File: src/rtl/lwe_pkg.sv
// -----------------------------------------------------------------------------
// lwe_pkg
// Shared definitions for the LWE encrypt/decrypt datapaths.
//   - LWE_DATA_WIDTH : default coefficient width (modulus q = 2^width)
//   - LWE_N_DIM      : default LWE dimension
//   - LWE_LANES      : coefficients carried per streaming beat
//   - lwe_state_e    : decryptor control states
//   - decode_bit()   : maps d to a plaintext bit from its top two bits
// -----------------------------------------------------------------------------
package lwe_pkg;

  localparam int LWE_DATA_WIDTH = 12;
  localparam int LWE_N_DIM      = 16;
  localparam int LWE_LANES      = 4;

  typedef enum logic [1:0] {
    ACC   = 2'd0,   // accepting ciphertext/key beats
    FINAL = 2'd1,   // one cycle: form d = v - <u,s> and decode
    OUT   = 2'd2    // hold result until the sink takes it
  } lwe_state_e;

  // d lies in [q/4, 3q/4) exactly when its top two bits are 01 or 10,
  // so the plaintext bit is their XOR.
  function automatic logic decode_bit(input logic [1:0] top2);
    return top2[1] ^ top2[0];
  endfunction

endpackage : lwe_pkg

File: src/rtl/lwe_dot4.sv
// -----------------------------------------------------------------------------
// lwe_dot4
// Combinational 4-lane dot product mod 2^DATA_WIDTH.
//   i_u   : packed lanes {u3,u2,u1,u0}, u0 in the LSBs
//   i_s   : packed lanes {s3,s2,s1,s0}, same packing
//   o_dot : sum of u_k * s_k, every product and the sum truncated to
//           DATA_WIDTH bits
// -----------------------------------------------------------------------------
module lwe_dot4
  import lwe_pkg::*;
#(
  parameter int DATA_WIDTH = LWE_DATA_WIDTH
) (
  input  logic [LWE_LANES*DATA_WIDTH-1:0] i_u,
  input  logic [LWE_LANES*DATA_WIDTH-1:0] i_s,
  output logic [DATA_WIDTH-1:0]           o_dot
);

  logic [DATA_WIDTH-1:0] w_prod [LWE_LANES];

  // Keeping the product at DATA_WIDTH bits discards the high half, which is
  // exactly the mod-q reduction; no wider intermediate is needed.
  always_comb begin
    // NOTE: every variable written in a combinational block gets a default
    // first; a path that leaves it unassigned would infer a latch.
    o_dot = '0;
    for (int k = 0; k < LWE_LANES; k++) begin
      // NOTE: blocking assignments here, because each iteration reads the
      // running sum left by the previous one; sequential state uses <=.
      w_prod[k] = i_u[k*DATA_WIDTH +: DATA_WIDTH] * i_s[k*DATA_WIDTH +: DATA_WIDTH];
      o_dot     = o_dot + w_prod[k];
    end
  end

endmodule : lwe_dot4

File: src/rtl/lwe_decryptor.sv
// -----------------------------------------------------------------------------
// lwe_decryptor
// Streaming LWE decryption: accepts N_DIM/4 beats of ciphertext u and key s,
// computes d = v - <u,s> mod 2^DATA_WIDTH and decodes one plaintext bit.
//   clk, rst_n          : rising-edge clock, asynchronous active-low reset
//   in_valid / in_ready : beat handshake (in_ready high only in ACC)
//   in_u, in_s          : 4 packed lanes each, lane 0 in the LSBs
//   in_v                : ciphertext scalar, taken on the first beat only
//   out_valid/out_ready : result handshake
//   out_bit, out_raw    : decoded bit and d, stable while out_valid is high
//   busy                : high unless idle in ACC at beat 0
// -----------------------------------------------------------------------------
module lwe_decryptor
  import lwe_pkg::*;
#(
  parameter int DATA_WIDTH = LWE_DATA_WIDTH,
  parameter int N_DIM      = LWE_N_DIM
) (
  input  logic                            clk,
  input  logic                            rst_n,
  input  logic                            in_valid,
  output logic                            in_ready,
  input  logic [LWE_LANES*DATA_WIDTH-1:0] in_u,
  input  logic [LWE_LANES*DATA_WIDTH-1:0] in_s,
  input  logic [DATA_WIDTH-1:0]           in_v,
  output logic                            out_valid,
  input  logic                            out_ready,
  output logic                            out_bit,
  output logic [DATA_WIDTH-1:0]           out_raw,
  output logic                            busy
);

  localparam int BEATS = N_DIM / LWE_LANES;
  localparam int CW    = (BEATS > 1) ? $clog2(BEATS) : 1;
  localparam logic [CW-1:0] LAST_BEAT = CW'(BEATS - 1);

  lwe_state_e            r_state;
  logic [CW-1:0]         r_cnt;
  logic [DATA_WIDTH-1:0] r_acc;
  logic [DATA_WIDTH-1:0] r_v;
  logic                  r_out_valid;
  logic                  r_out_bit;
  logic [DATA_WIDTH-1:0] r_out_raw;

  logic [DATA_WIDTH-1:0] w_dot;
  logic [DATA_WIDTH-1:0] w_diff;
  logic                  w_beat;

  lwe_dot4 #(
    .DATA_WIDTH (DATA_WIDTH)
  ) u_dot4 (
    .i_u   (in_u),
    .i_s   (in_s),
    .o_dot (w_dot)
  );

  // in_ready and busy decode only the state register, so out_ready never
  // reaches in_ready combinationally.
  assign in_ready  = (r_state == ACC);
  assign busy      = !((r_state == ACC) && (r_cnt == '0));
  assign w_beat    = in_valid && in_ready;
  assign w_diff    = r_v - r_acc;

  assign out_valid = r_out_valid;
  assign out_bit   = r_out_bit;
  assign out_raw   = r_out_raw;

  always_ff @(posedge clk or negedge rst_n) begin
    if (!rst_n) begin
      r_state     <= ACC;
      r_cnt       <= '0;
      r_acc       <= '0;
      r_v         <= '0;
      r_out_valid <= 1'b0;
      r_out_bit   <= 1'b0;
      r_out_raw   <= '0;
    end else begin
      case (r_state)
        ACC: begin
          if (w_beat) begin
            // Beat 0 overwrites acc and v, so a stale partial sum never leaks
            // into the next ciphertext.
            if (r_cnt == '0) begin
              r_acc <= w_dot;
              r_v   <= in_v;
            end else begin
              r_acc <= r_acc + w_dot;
            end
            if (r_cnt == LAST_BEAT) begin
              r_cnt   <= '0;
              r_state <= FINAL;
            end else begin
              r_cnt   <= r_cnt + CW'(1);
            end
          end
        end
        FINAL: begin
          r_out_raw   <= w_diff;
          r_out_bit   <= decode_bit(w_diff[DATA_WIDTH-1 -: 2]);
          r_out_valid <= 1'b1;
          r_state     <= OUT;
        end
        OUT: begin
          if (out_ready) begin
            r_out_valid <= 1'b0;
            r_state     <= ACC;
          end
        end
        default: r_state <= ACC;
      endcase
    end
  end

endmodule : lwe_decryptor
File: config.mk
export PLATFORM = sky130hd
export DESIGN_NAME = lwe_decryptor
export DESIGN_NICKNAME = d
export VERILOG_FILES = /design/src/rtl/lwe_pkg.sv /design/src/rtl/lwe_dot4.sv /design/src/rtl/lwe_decryptor.sv
export SDC_FILE = /design/constraint.sdc
export NUM_CORES = 1
export LEC_CHECK = 0
export ABC_CLOCK_PERIOD_IN_PS = 3800
export CORE_ASPECT_RATIO = 1.75
export CORE_MARGIN = 3
export CORE_UTILIZATION = 30
export DETAILED_ROUTE_END_ITERATION = 12
export HOLD_SLACK_MARGIN = 0.15
export SKIP_LAST_GASP = 1
export SYNTH_ARGS = -nofsm -noshare
export SYNTH_HDL_FRONTEND = slang
export SYNTH_SLANG_ARGS = --single-unit
File: constraint.sdc
create_clock -name clk -period 3.8 [get_ports clk]
set_clock_uncertainty 0.05 [all_clocks]
set_input_delay 0.57 -clock clk [delete_from_list [all_inputs] [get_ports clk]]
set_output_delay 0.57 -clock clk [all_outputs]
set_load 0.02 [all_outputs]
Word level (Yosys, flattened, before mapping)
Index checks and enable logic that the tools add are counted.
Cells by class
  reduce and logical (&&, ||, !) cells: 10
  bitwise logic cells: 1
  $mul: 4
  equality and inequality tests: 6
  muxes and demuxes: 8
  add/subtract/negate cells: 6
Operators with widths (count)
  $add 12x12->12: 4
  $mul 12x12->12: 4
  $mux 12: 1
  $sub 12x12->12: 1
  $mux 2: 4
  $pmux 2 s3: 1
  $reduce_and 3->1: 2
  $eq 2x2->1 const B: 2
  $logic_not 2->1: 2
  $ne 2x1->1 const B: 2
  $reduce_and 2->1: 2
  $add 2x1->2 const B: 1
  $eq 2x1->1 const B: 1
  $logic_and 1x1->1: 2
  $ne 2x2->1 const B: 1
  $pmux 1 s2: 1
  $reduce_bool 2->1: 1
  $logic_not 1->1: 1
  $mux 1: 1
  $xor 1x1->1: 1
Word-level totals
  word-level logic and storage cells: 42
  register bits after elaboration: 42
  output and inout bits: 16

Longest topological paths before layout
Gate-level depths: netlist of run 1.
  depth in word-level cells: 6
  depth in mapped cells: 30

Hierarchy
From an unflattened synthesis of run 1, not the netlist that was laid out.
Unflattened totals
  cells, all modules: 1328
  area total of the unflattened synthesis: 11765.0 um^2
Modules (own cells, without submodules)
  lwe_dot4: cells each 1033, instances 1, area each 9039.9 um^2, seq. area each 0.0 um^2
  lwe_decryptor: cells each 295, instances 1, area each 2725.1 um^2, seq. area each 1051.0 um^2

Worst setup path after synthesis of run 1
OpenSTA, ideal clock, no wires.
  path type: input to register
  start point: input port in_s[36]
  end point: register r_acc[11]
  cell stages on the path: 27
  buffers on the path: 1
  path slack: -3.887 ns
  arrival time: 7.516 ns
  setup time: 0.121 ns
  cell sequence: clkbuf_1 -> nand2_1 -> fa_1 -> inv_1 -> fa_1 -> inv_1 -> fa_1 -> fa_1 -> inv_1 -> fa_1 -> fa_1 -> fa_1 -> fa_1 -> inv_1 -> fa_1 -> inv_1 -> ha_1 -> nand2_1 -> o21ai_0 -> nor2_1 -> xnor2_1 -> ha_1 -> nor3_1 -> a211o_1 -> nor4bb_1 -> a311oi_1 -> o22a_1
On the way
  cells in the longest elaborated chain, start to end: 4
RTL lines
  from (decl): RTL line lwe_decryptor.sv:24  | input logic [LWE_LANES*DATA_WIDTH-1:0] in_s,
  $mul 12x12->12 (*): RTL line lwe_dot4.sv:30  | w_prod[k] = i_u[k*DATA_WIDTH +: DATA_WIDTH] * i_s[k*DATA_WIDTH +: DATA_WIDTH];
  $add 12x12->12 (*): RTL line lwe_dot4.sv:31  | o_dot = o_dot + w_prod[k];
  $add 12x12->12: RTL line lwe_decryptor.sv:87  | r_acc <= r_acc + w_dot;
  $mux 12 (*): RTL line lwe_decryptor.sv:83  | if (r_cnt == '0) begin
  to (signal assigned): RTL line lwe_decryptor.sv:84  | r_acc <= w_dot;
  to (signal assigned): RTL line lwe_decryptor.sv:87
  to (decl): RTL line lwe_decryptor.sv:39  | logic [DATA_WIDTH-1:0] r_acc;
Mark *: on every way between the ends. The rest lies on a longest branch, timed or not.
A chain may end at the register's enable or synchronous reset.

Final worst setup path of run 1
  start point: input port in_u[32]
  end point: register r_acc[11]
On the way
  cells in the longest elaborated chain, start to end: 5
RTL lines
  from (decl): RTL line lwe_decryptor.sv:23  | input logic [LWE_LANES*DATA_WIDTH-1:0] in_u,
  $mul 12x12->12 (*): RTL line lwe_dot4.sv:30
  $add 12x12->12 (*) (2 in a row): RTL line lwe_dot4.sv:31
  $add 12x12->12: RTL line lwe_decryptor.sv:87
  $mux 12 (*): RTL line lwe_decryptor.sv:83
Marks and branches as above.

==> impl_metrics.py, run 1 <==
metrics = {
    "cells_and_area": {
        "final_cell_mix": "inv_1, fa_1, nand2_1, and2_1, buf_4",
        "fillers": 3819,
        "utilization": 0.4103,
        "fin_nets": 2027,
        "area.growth.synth_to_final_pct": 34.81,
        "final_common_cell": "inv_1",
        "multi_input_area_um2": 10270,
        "drive_gt1_frac": 0.2549,
        "n_antenna_cell": 0,
        "register_area_um2": 1051,
        "finalNonFillerCells": 2062,
    },
    "worst_setup_path": {
        "worstPathArrival_ns": 7.61,
        "rr_worst_depth": 12,
        "timing.rr.end": "out_bit$_DFFE_PN0P_",
        "end_kind": "flip-flop",
        "critPathRequiredTime_ns": 3.92,
        "critPathLaunch": "in_u[32]",
        "worstPathMaxFanout": 4,
        "cp-start-kind": "input pin",
        "r2r_slack_ns": 0.51,
        "reg2reg_from": "r_acc[0]$_DFFE_PN0P_",
        "worstSetupPathType": "input pin to flip-flop",
    },
    "detailed_routing": {
        "route.detailed.wl_per_inst_um": 16.38,
        "drtIter0Drc": 221,
        "via_per_inst": 4.516,
        "drc": 0,
        "vias": 9313,
        "drt_first_pass_iters": 4,
        "ant_nets": 0,
        "finalWirelength_mm": 33.78,
    },
    "clock_tree": {
        "cts_hold_buffers": 0,
        "clock_path_buffers": 2,
        "root_buffer": "clkbuf_16",
        "cts_buffers": 5,
        "clock_latency_ns": 0.28,
        "clk_pin_slew_ns": 0.06,
        "cts_sinks": 42,
        "cts_tree": "done",
        "htree_levels": 2,
    },
    "sta": {
        "fin_ws_ns": -3.693,
        "rsz0062_at_grt": "yes",
        "maxSlewViolCount": 0,
        "period_share": 1.972,
        "hold_viol_final": 0,
        "worst_pin_slew_ns": 0.9209,
        "fmax_mhz": 133.5,
        "finalSetupViolCount": 11,
        "slew_headroom": 0.3861,
        "min_period_ns": 7.493,
    },
    "grt": {
        "antenna_found_initial": 0,
        "track_usage": 0.1662,
        "grt_overflow": 0,
        "grt_pass1_wl_mm": 54.38,
        "grt_max_degree": 43,
        "grt_pass1_vias": 10650,
    },
    "die": {
        "die-area_um2": 41450,
        "io_pins": 128,
        "die_width_um": 155.2,
        "rows": 95,
        "die_h_um": 267.1,
        "core_um2": 38390,
        "start_util": 0.3044,
    },
    "run": {
        "maxCapViolations": 0,
    },
    "yosys": {
        "synth_ff_type": "dfrtp_1",
        "synth_edf_count": 0,
        "synth_nets": 1743,
        "syn_inst": 1292,
        "yosys_warnings": 0,
        "synth_seq_cells": 42,
        "avgSynthCellArea_um2": 9.045,
        "synth_cell_types": 44,
        "ys_seq_area_frac": 0.08994,
        "async_reset_ff_frac": 1.000,
        "syn-cell-area_um2": 11690,
    },
    "outcome": {
        "violations": "negative setup slack",
        "status": "finished, violations left",
    },
    "place": {
        "dp_cells": 2018,
        "port_buffers": 127,
        "gp_congestion": 0.9291,
        "dp_hpwl_mm": 30.06,
    },
    "worst_hold_path": {
        "hp-class": "input pin to asynchronous set/reset pin",
    },
}
[how the worst max path moves through the flow]
| stage | endpoint | cells past startpoint |
|---|---|---|
| 2_1_floorplan | r_acc[11]$_DFFE_PN0P_ | 30 |
| 4_1_cts | r_acc[11]$_DFFE_PN0P_ | 31 |
| 5_1_grt | r_acc[11]$_DFFE_PN0P_ | 29 |
| 3_5_place_dp | r_acc[11]$_DFFE_PN0P_ | 25 |
| 3_3_place_gp | r_acc[11]$_DFFE_PN0P_ | 25 |
| 6_report | r_acc[11]$_DFFE_PN0P_ | 24 |
[routing by layer]
metal | GRT usage | part of all wire
met1 | 0.1678 | 0.34
met2 | 0.3386 | 0.58
met3 | 0.01374 | 0.025
met4 | 0.07175 | 0.052
met5 | 0 | 0
[worst max-delay path, cell delays in order]
cell,delay (ns)
dlygate4sd2_1,0.28
buf_4,0.16
nand2_1,0.06
fa_1,0.48
inv_1,0.06
fa_1,0.50
fa_1,0.54
inv_1,0.05
fa_1,0.48
fa_1,0.59
fa_2,0.49
fa_1,0.57
fa_1,0.44
fa_2,0.37
xor2_2,0.15
xnor2_1,0.19
xnor2_1,0.15
xnor2_1,0.16
xnor2_1,0.15
xnor3_2,0.32
xnor3_2,0.30
nor4bb_4,0.27
a311oi_1,0.07
o22a_1,0.22
[Yosys cell counts (2+ instances only)]
cell type | n | area share
and3_1 | 3 | 0.0016
xor2_1 | 22 | 0.016
nand2_1 | 163 | 0.052
o21ai_1 | 2 | 0.00086
a21boi_0 | 2 | 0.0013
fa_1 | 202 | 0.35
nor2_1 | 21 | 0.0067
xnor2_2 | 2 | 0.0028
nand2_2 | 2 | 0.0011
nor3_1 | 4 | 0.0017
a21o_1 | 6 | 0.0039
o31ai_1 | 4 | 0.0026
nand2b_1 | 6 | 0.0032
a211oi_1 | 5 | 0.0032
clkbuf_1 | 25 | 0.0080
xnor2_1 | 89 | 0.067
inv_1 | 268 | 0.086
buf_1 | 5 | 0.0016
and2_1 | 184 | 0.099
buf_4 | 4 | 0.0026
a2111oi_0 | 2 | 0.0015
nor2b_1 | 6 | 0.0032
o21bai_1 | 4 | 0.0026
dfrtp_1 | 42 | 0.090
a21oi_1 | 25 | 0.011
ha_1 | 137 | 0.15
mux2i_1 | 3 | 0.0026
mux2_2 | 10 | 0.0096
o21ai_0 | 29 | 0.012
[logic make-up after synthesis]
family,synth area share
xor+xnor,0.08994
flops,0.08994
compound gates,0.04476
simple gates,0.1712
buf+inv,0.09925
mux,0.01221
fa+ha+maj,0.4927
[cell type report]
class                   count  share of cell area
clock inverters             1           0.0003177
multi-input cells         947              0.6521
repair buffers            312              0.1693
flip-flops and latches     42             0.06671
inverters                 268             0.06401
well taps                 485             0.03852
clock buffers               7            0.009054
[repair_timing]
action | CTS | global route
endpoints found under the setup margin | 11 | 11
buffers inserted | 34 | 5
resized for setup | 353 | 65
pin swaps | 122 | 70
[sequential cells by signal, indices dropped and copies added, names as in the netlist]
signal / count
out_raw: 12
r_cnt: 2
out_bit: 1
r_v: 12
r_acc: 12
r_state: 2
out_valid: 1
[metrics by stage]
step	setup WS [ns]	setup TNS [ns]	hold WS, ns	cell area (um2)
after floorplan	-3.567	-25.67	0.2244	11930
after global placement	-4.445	-36.17	0.4189	14710
after detailed placement	-4.551	-36.45	0.4258	14710
after CTS	-3.759	-28.74	0.4113	15600
after global routing	-3.978	-30.67	0.4584	15750
final	-3.693	-28.21	0.3719	15750
Power of run 1 is not shown: default switching activity piles up to over one toggle a cycle in this logic, so the estimate is an artifact.
==> run 2: changes to the inputs <==
--- a/config.mk
+++ b/config.mk
@@ -6,11 +6,14 @@
 export NUM_CORES = 1
 export LEC_CHECK = 0
 export ABC_CLOCK_PERIOD_IN_PS = 3800
+export CELL_PAD_IN_SITES_DETAIL_PLACEMENT = 1
+export CELL_PAD_IN_SITES_GLOBAL_PLACEMENT = 1
 export CORE_ASPECT_RATIO = 1.75
 export CORE_MARGIN = 3
 export CORE_UTILIZATION = 30
 export DETAILED_ROUTE_END_ITERATION = 12
 export HOLD_SLACK_MARGIN = 0.15
+export PLACE_DENSITY_LB_ADDON = 0.1
 export SKIP_LAST_GASP = 1
 export SYNTH_ARGS = -nofsm -noshare
 export SYNTH_HDL_FRONTEND = slang
==> run 2 against run 1 <==
  * The run still ends with negative setup slack left
  * Utilization grew 0.51 points
  * Sequential cell count stayed put
  * Design area increased by 1.2%
  * Critical path depth up 1
  * Sequential share of layout area is 0.082 points lower
  * Worst setup slack gained 0.011 ns
  * Die area did not move
  * Worst hold slack improved by 0.0084 ns
  * Global-route usage up 2.5 points
  * Count of clock-buffer cells in the layout is the same
  * Cell count up 0.53%
  * Highest routed layer unchanged
==> impl_metrics.py, run 2 (same netlist as run 1, synthesis figures left out) <==
metrics = {
    "outcome": {
        "violations": "negative setup slack",
        "status": "finished, violations left",
    },
    "cells_and_area": {
        "multi_input_area_um2": 10400,
        "fin_area_um2": 15950,
        "final_common_cell": "inv_1",
        "final_cell_mix": "inv_1, fa_1, buf_4, nand2_1, and2_1",
        "register_area_um2": 1051,
        "area.growth.synth_to_final_pct": 36.48,
        "utilization": 0.4154,
        "fillers": 4407,
        "fin_nets": 2036,
        "drive_gt1_frac": 0.2806,
    },
    "clock_tree": {
        "cts_buffers": 5,
        "root_buffer": "clkbuf_16",
        "cts_hold_buffers": 0,
        "htree_levels": 2,
        "cts_tree": "done",
        "clock_latency_ns": 0.29,
        "clock_path_buffers": 2,
        "cts_sinks": 42,
        "clk_pin_slew_ns": 0.06,
    },
    "grt": {
        "antenna_found_initial": 1,
        "grt_overflow": 0,
        "grt_pass1_vias": 11130,
        "grt_pass1_wl_mm": 60.48,
        "track_usage": 0.1915,
        "grt_max_degree": 43,
    },
    "sta": {
        "hold_viol_final": 0,
        "period_share": 1.969,
        "min_period_ns": 7.482,
        "rsz0062_at_grt": "yes",
        "maxSlewViolCount": 0,
        "slew_headroom": 0.3317,
        "worst_pin_slew_ns": 1.002,
        "fin_ws_ns": -3.682,
        "finalSetupViolCount": 10,
        "fmax_mhz": 133.7,
    },
    "worst_setup_path": {
        "timing.rr.end": "out_bit$_DFFE_PN0P_",
        "worstPathMaxFanout": 4,
        "rr_worst_depth": 13,
        "cp-start-kind": "input pin",
        "worstSetupPathType": "input pin to flip-flop",
        "r2r_slack_ns": 0.60,
        "slowest_delay_ns": 0.63,
        "end_kind": "flip-flop",
        "reg2reg_from": "r_acc[0]$_DFFE_PN0P_",
        "worstPathArrival_ns": 7.61,
        "critPathRequiredTime_ns": 3.93,
        "crit_slowest_cell": "fa_2",
        "critPathMostFrequentCell": "fa_1",
    },
    "die": {
        "rows": 95,
        "io_pins": 128,
        "die_width_um": 155.2,
        "die-area_um2": 41450,
        "start_util": 0.3044,
        "die_h_um": 267.1,
        "core_um2": 38390,
    },
    "run": {
        "maxCapViolations": 0,
    },
    "detailed_routing": {
        "vias": 9291,
        "finalWirelength_mm": 38.61,
        "ant_nets": 0,
        "drc": 0,
        "via_per_inst": 4.482,
        "route.detailed.wl_per_inst_um": 18.62,
        "drt_first_pass_iters": 4,
        "drtIter0Drc": 190,
    },
    "worst_hold_path": {
        "hp-class": "input pin to asynchronous set/reset pin",
    },
    "place": {
        "port_buffers": 127,
        "gp_congestion": 0.8688,
        "dp_hpwl_mm": 34.36,
        "dpl_cell_area_um2": 14860,
    },
}
-- run 2: changes by cell type in the layout (fill, tap and decap cells not counted), sizes merged --
cell,delta
clkinv,-1
clkdlybuf4s15,-8
bufinv,+1
buf,+25
clkbuf,-1
clkdlybuf4s50,-3
diode,+2
dlygate4sd2,-2
dlymetal6s2s,-2
-- run 2: repair_timing --
item	in CTS	in global routing
endpoints found under the hold margin	0	0
resized for setup	441	55
setup endpoints to repair	11	11
gates cloned	0	0
pin swaps	141	67
setup buffers	28	5
-- run 2: how the worst max path moves through the flow --
stage,start,end,slack (ns),cells past startpoint
floorplan,in_s[36],r_acc[11]$_DFFE_PN0P_,-3.57,30
global placement,in_s[36],r_acc[11]$_DFFE_PN0P_,-4.48,28
detailed placement,in_s[36],r_acc[11]$_DFFE_PN0P_,-4.74,24
CTS,in_s[43],r_acc[11]$_DFFE_PN0P_,-3.83,24
global route,in_s[40],r_acc[11]$_DFFE_PN0P_,-3.91,25
finish,in_s[41],r_acc[11]$_DFFE_PN0P_,-3.68,25
-- run 2: final cells by class --
type                       instances  area share
multi-input combinational        947      0.6518
tap                              485     0.03805
inverter                         268     0.06307
timing repair buffer             321      0.1706
clock inverter                     1    0.001883
sequential                        42     0.06590
antenna                            2   0.0003138
clock buffer                       7    0.008316
-- run 2: worst max-delay path: cells and delay by family --
family                     cells  cell delay, ns
buffers and inverters          5            0.38
adders and majority gates      9            4.46
xor gates and xnor gates       7            1.48
and+or+nand+nor                2            0.44
AOI/OAI and AO/OA              2            0.28
-- run 2: per-stage QoR --
| step | worst slack [ns] | hold slack (ns) | TNS, ns | instances |
|---|---|---|---|---|
| floorplan | -3.567 | 0.2244 | -25.67 | 1292 |
| global placement | -4.479 | 0.4105 | -36.43 | 2036 |
| detailed placement | -4.738 | 0.4157 | -37.88 | 2036 |
| CTS | -3.827 | 0.4294 | -27.51 | 2068 |
| global route | -3.910 | 0.4525 | -29.29 | 2072 |
| finish | -3.682 | 0.3803 | -27.27 | 2073 |
-- run 2: per-layer routing --
metal,part of all wire,vias to the layer above,GRT usage
li1,-,4446,-
met5,0,-,0
met3,0.017,53,0.007599
met2,0.59,139,0.4042
met1,0.34,4653,0.1853
met4,0.053,0,0.08548
Power of run 2 is left out for the same reason.
